===== config.mk =====
export PLATFORM = sky130hd
export DESIGN_NAME = modulo_mef_controle_registrador
export DESIGN_NICKNAME = d
export VERILOG_FILES = /design/src/rtl/modulo_mef_controle_registrador_pkg.sv /design/src/rtl/modulo_fifo_registrador.sv /design/src/rtl/modulo_mef_controle_registrador.sv
export SDC_FILE = /design/constraint.sdc
export NUM_CORES = 1
export LEC_CHECK = 0
export ABC_AREA = 0
export BUFFER_PORTS_ARGS = -buffer_cell sky130_fd_sc_hd__buf_2
export CAP_MARGIN = 30
export CELL_PAD_IN_SITES_DETAIL_PLACEMENT = 1
export CELL_PAD_IN_SITES_GLOBAL_PLACEMENT = 2
export CORE_AREA = 2 2 64 60
export CTS_CLUSTER_SIZE = 14
export DETAILED_ROUTE_END_ITERATION = 10
export DIE_AREA = 0 0 66 62
export PLACE_DENSITY = 0.9
export SLEW_MARGIN = 0
export SYNTH_ARGS = -nofsm -noshare
export SYNTH_HDL_FRONTEND = slang
export SYNTH_SLANG_ARGS = --single-unit

===== constraint.sdc =====
create_clock -name clk -period 4.1 [get_ports clk]
set_clock_uncertainty 0.15 [all_clocks]
set_input_delay 0.205 -clock clk [delete_from_list [all_inputs] [get_ports clk]]
set_output_delay 0.205 -clock clk [all_outputs]
set_load 0.005 [all_outputs]

===== src/rtl/modulo_mef_controle_registrador_pkg.sv =====
// Shared state encodings and width helper for the register-feed controller.
package modulo_mef_controle_registrador_pkg;

    typedef enum logic [1:0] {
        IDLE    = 2'b00,
        LOAD    = 2'b01,
        VALID   = 2'b11,
        RELEASE = 2'b10
    } state_t;

    // Occupancy needs one extra bit so that a full FIFO (count == DEPTH) is representable.
    function automatic int count_width(input int depth);
        return $clog2(depth) + 1;
    endfunction

endpackage


===== src/rtl/modulo_fifo_registrador.sv =====
// Small FIFO of operator-entered values; occupancy counter decides full/empty.
// Latency: a pushed entry is visible at head the cycle after the push when the FIFO was empty.
// Backpressure: a push while full is dropped silently; a pop on an empty FIFO is ignored.
module modulo_fifo_registrador
    import modulo_mef_controle_registrador_pkg::*;
#(
    parameter int WIDTH = 4,
    parameter int DEPTH = 4
) (
    input  logic                            clk,
    input  logic                            rst,
    input  logic                            push,
    input  logic                            pop,
    input  logic [WIDTH-1:0]                data_in,
    output logic [WIDTH-1:0]                head,
    output logic                            full,
    output logic [count_width(DEPTH)-1:0]   count
);

    localparam int AW = $clog2(DEPTH);
    localparam int CW = count_width(DEPTH);

    logic [WIDTH-1:0] mem [DEPTH];
    logic [AW-1:0]    wr_ptr;
    logic [AW-1:0]    rd_ptr;
    logic             push_ok;
    logic             pop_ok;

    // Full is judged on the pre-update count, so a push may land in the same cycle as a pop.
    assign full    = (count == CW'(DEPTH));
    assign push_ok = push & ~full;
    assign pop_ok  = pop & (count != '0);
    assign head    = mem[rd_ptr];

    always_ff @(posedge clk) begin
        if (push_ok) begin
            mem[wr_ptr] <= data_in;
        end
    end

    always_ff @(posedge clk or negedge rst) begin
        if (!rst) begin
            wr_ptr <= '0;
            rd_ptr <= '0;
            count  <= '0;
        end else begin
            if (push_ok) begin
                wr_ptr <= wr_ptr + 1'b1;
            end
            if (pop_ok) begin
                rd_ptr <= rd_ptr + 1'b1;
            end
            case ({push_ok, pop_ok})
                2'b10:   count <= count + 1'b1;
                2'b01:   count <= count - 1'b1;
                default: count <= count;
            endcase
        end
    end

endmodule


===== src/rtl/modulo_mef_controle_registrador.sv =====
// Producer-side FSM: queues button-entered values and presents the head to the counter FSM.
// Latency: press sampled at cycle 0 -> Load_Reg with the value at cycle 3; 3 idle cycles between values.
// Backpressure: holds each value until Clear_Reg; presses while Full are dropped; enable=0 freezes all.
module modulo_mef_controle_registrador
    import modulo_mef_controle_registrador_pkg::*;
#(
    parameter int WIDTH = 4,
    parameter int DEPTH = 4
) (
    input  logic                            clk,
    input  logic                            rst,
    input  logic                            enable,
    input  logic                            wr_btn,
    input  logic [WIDTH-1:0]                data_in,
    input  logic                            Clear_Reg,
    output logic [WIDTH-1:0]                Reg_out,
    output logic                            Load_Reg,
    output logic                            EmptyBuffer,
    output logic                            Full,
    output logic [count_width(DEPTH)-1:0]   count
);

    localparam int CW = count_width(DEPTH);

    state_t           state;
    logic             btn_prev;
    logic             push_req;
    logic             fifo_push;
    logic             fifo_pop;
    logic [WIDTH-1:0] fifo_head;

    assign push_req  = wr_btn & ~btn_prev;
    assign fifo_push = enable & push_req;
    assign fifo_pop  = enable & (state == VALID) & Clear_Reg;

    modulo_fifo_registrador #(
        .WIDTH (WIDTH),
        .DEPTH (DEPTH)
    ) u_fifo (
        .clk     (clk),
        .rst     (rst),
        .push    (fifo_push),
        .pop     (fifo_pop),
        .data_in (data_in),
        .head    (fifo_head),
        .full    (Full),
        .count   (count)
    );

    // btn_prev resets high so a button held through reset release is not taken as a press.
    always_ff @(posedge clk or negedge rst) begin
        if (!rst) begin
            state    <= IDLE;
            btn_prev <= 1'b1;
            Reg_out  <= '0;
        end else if (enable) begin
            btn_prev <= wr_btn;
            case (state)
                IDLE: begin
                    if (count != '0) begin
                        state <= LOAD;
                    end
                end
                LOAD: begin
                    Reg_out <= fifo_head;
                    state   <= VALID;
                end
                VALID: begin
                    if (Clear_Reg) begin
                        state <= RELEASE;
                    end
                end
                RELEASE: begin
                    state <= IDLE;
                end
                default: begin
                    state <= IDLE;
                end
            endcase
        end
    end

    // While a value is presented it still occupies the FIFO, hence the count==1 test in VALID.
    assign Load_Reg    = (state == VALID);
    assign EmptyBuffer = (state == VALID) ? (count == CW'(1)) : (count == '0);

endmodule


==> impl_results.md <==
- FMAX: 456 MHz
- Cts bufs inserted: 5
- H-tree levels: 2
- Unrepaired setup endpoints after global routing: no
- Yosys reg bits: 30
- Io pins: 19
- CP Data Required Time: approximately 4.2 ns
- Syn Nets: 116
- DRC Markers: 0
- First-pass iteration count of the detailed router: 3
- Ys Warns: 0
- Fraction of layout cells with a size suffix above 1: 0.250
- Final Hold Fails: 0
- Lkg Pwr: 0.000695 uW
- Number of DRC markers in iteration 0: 20
- Area grow syn2layout: 20.0%
- Gr usage total: 0.141
- Max_cap viols: 0
- Initial antenna violation count: 0
- Final Cycle Share: 0.534
- Final cell area excluding filler cells: 1640 um2
- Initial core utilization: 0.388
- Maximum fanout along the worst path: 7
- Clk sinks: 30
- Slew HR: 0.657
- Adder-cell share of the synthesized area: 0.0823
- Die span in y: roughly 62 um
- Status: finished clean
- Core area: 3520 um2
- Vias in the first global route: 788
- Simple-gate share of the synthesized area: 0.108
- Main combinational cell family by area after synthesis: simple AND/OR/NAND/NOR gates
- Final WL: 2530 um
- Most common cell in the netlist: edfxtp_1
- Reg-to-reg startpoint: u_fifo.count[0]$_DFFE_PN0P_
- Async SR Flop Fraction: 0.467
- Syn Inst Count: 98
- Pin count of the biggest net entering global routing: 15
- DP HPWL: roughly 1800 um
- Worst-Margin Slew: 0.514 ns
- Worst flop-to-flop path endpoint: u_fifo.count[2]$_DFFE_PN0P_
- WS Path Type: flip-flop to flip-flop
- Min cycle time layout: 2.19 ns
- Avg Synthesized Cell Area: 14.0 um2
- Layout Nets: 145
- Wire length per cell: 14.5 um
- Synthesized area: 1370 um2
- Ys flop type: edfxtp_1
- Mux cell area share after synthesis: 0.0741
- Yosys top cell area share: 0.351
- Worst Setup EP: u_fifo.count[2]$_DFFE_PN0P_
- Rows: 21
- Register area: 832 um2
- Finished Layout Cells: 174
- Final ANT Viol Nets: 0
- WP data arrival: 2.25 ns
- Compound-cell area share of the yosys netlist: 0.0659
- Worst VDD drop: 0.292 mV
- # port buffers: 18
- Grt ovf: 0
- Reg clk slew, reported paths: 0.06 ns
- Worst setup EP type: flip-flop
- Final Max Slew Viols: 0
- Die X: ~66 um
- Final setup TNS: 0 ns
- Cell taking the most area after synthesis: edfxtp_1
- Number of antenna diodes: 0
- Fill count: 385
- Synth area leaders: edfxtp_1, dfrtp_1, ha_1
- Total Die Area: 4090 um2
- Unique cell type count in the Yosys netlist: 26
- Multi-input gate area: 504 um2
- Reg2Reg Setup Slack: 1.91 ns
- Dpl cells: around 160
- Setup-failing EPs final: 0
- Crit path from: u_fifo.count[0]$_DFFE_PN0P_
- Worst hold path class: input pin to flip-flop
- Routability cong.: 0.719
- CTS tree: done
- Sequential fraction of the synthesis area: 0.608
- Vias per cell: 4.79
- Clk Latency, worst-skew pair: 0.28 ns
- Max Buffers Root-to-Sink: 2
- Post-synth EDFFs: 16
- Setup Fix Bufs, Post-CTS: 0
- Via count: 833
- Power density over the cells: 615 nW/um2
- Post-synthesis xor/xnor area fraction: 0.0384
- Root Buffer: clkbuf_8
- Post-synth top cells: edfxtp_1, dfrtp_1, ha_1, mux2i_1
- First-pass GRT wire length: a little under 4000 um
- Critical Path Start Type: flip-flop
- Placed Instance Area: 1510 um2
- Reg2reg path depth: 8
repair_timing:
item	CTS	global route
resized for setup	0	0
endpoints found under the hold margin	30	0
hold buffers	5	0
metal layers:
metal / track usage / part of all wire
met1: 0.155 / 0.42
met2: 0.237 / 0.52
met3: 0.0649 / 0.040
met4: 0.0700 / 0.023
met5: 0 / 0
where the power goes:
group	switching [uW]	internal, uW
clock	103	116
sequential	86.5	394
combinational	152	158
total	341	668
cell type report:
| cell class | instances | share of cell area |
|---|---|---|
| clock buffer | 6 | 0.0442 |
| tap | 46 | 0.0351 |
| sequential | 30 | 0.507 |
| multi-input combinational | 60 | 0.307 |
| inverter | 7 | 0.0160 |
| clock inverter | 2 | 0.00534 |
| timing repair buffer | 23 | 0.0854 |
state kept, by name (all words and copies together), names as in the netlist:
| register | cells |
|---|---|
| Reg_out | 4 |
| u_fifo.wr_ptr | 2 |
| u_fifo.count | 3 |
| u_fifo.mem | 16 |
| btn_prev | 1 |
| u_fifo.rd_ptr | 2 |
| state | 2 |
worst min-delay path by stage:
stage	start	to	slack [ns]	cells past startpoint
after CTS	enable	btn_prev$_DFFE_PN1P_	0.02	2
after global routing	enable	btn_prev$_DFFE_PN1P_	0.04	2
after detailed placement	rst	state[0]$_DFFE_PN0P_	-0.03	1
after global placement	rst	u_fifo.count[0]$_DFFE_PN0P_	-0.04	1
final	enable	btn_prev$_DFFE_PN1P_	0.03	2
after floorplan	rst	Reg_out[0]$_DFFE_PN0P_	-0.24	0
cell usage in the layout (no fill, tap or decap), drive strengths merged, types with 6 or more instances in the layout:
| cell type | instances |
|---|---|
| edfxtp | 16 |
| buf | 18 |
| ha | 9 |
| nand2 | 7 |
| mux2i | 9 |
| o21ai | 7 |
| dfrtp | 13 |
| inv | 7 |
| and2 | 6 |
| clkbuf | 6 |
worst max-delay path: stages (launching register included):
cell and delay [ns]:
dfrtp_1 0.42, inv_1 0.09, ha_1 0.22, and2_1 0.19, nor3_4 0.30, inv_1 0.11, ha_1 0.34, nor2_1 0.15
xor2_1 0.15
stage by stage:
stage / setup WS [ns] / total power, uW / hold WS (ns) / utilization
floorplan: 2.09 / 678 / -0.241 / -
global placement: 2.03 / 773 / -0.0351 / 0.429
detailed placement: 1.93 / 791 / -0.0288 / 0.429
CTS: 1.89 / 1030 / 0.0227 / 0.466
global route: 1.72 / 1080 / 0.0437 / 0.466
finish: 1.91 / 1010 / 0.0318 / 0.466
kinds of logic (layout without fill, tap and decap cells):
group                      after synthesis  count (layout)
AOI/OAI and AO/OA                       13              13
xor gates and xnor gates                 6               6
adders and majority gates                9               9
buffers and inverters                    8              38
DFF                                     30              30
muxes                                   10              10
and+or+nand+nor                         22              22
No activity file was read; power rests on OpenSTA's default activity.
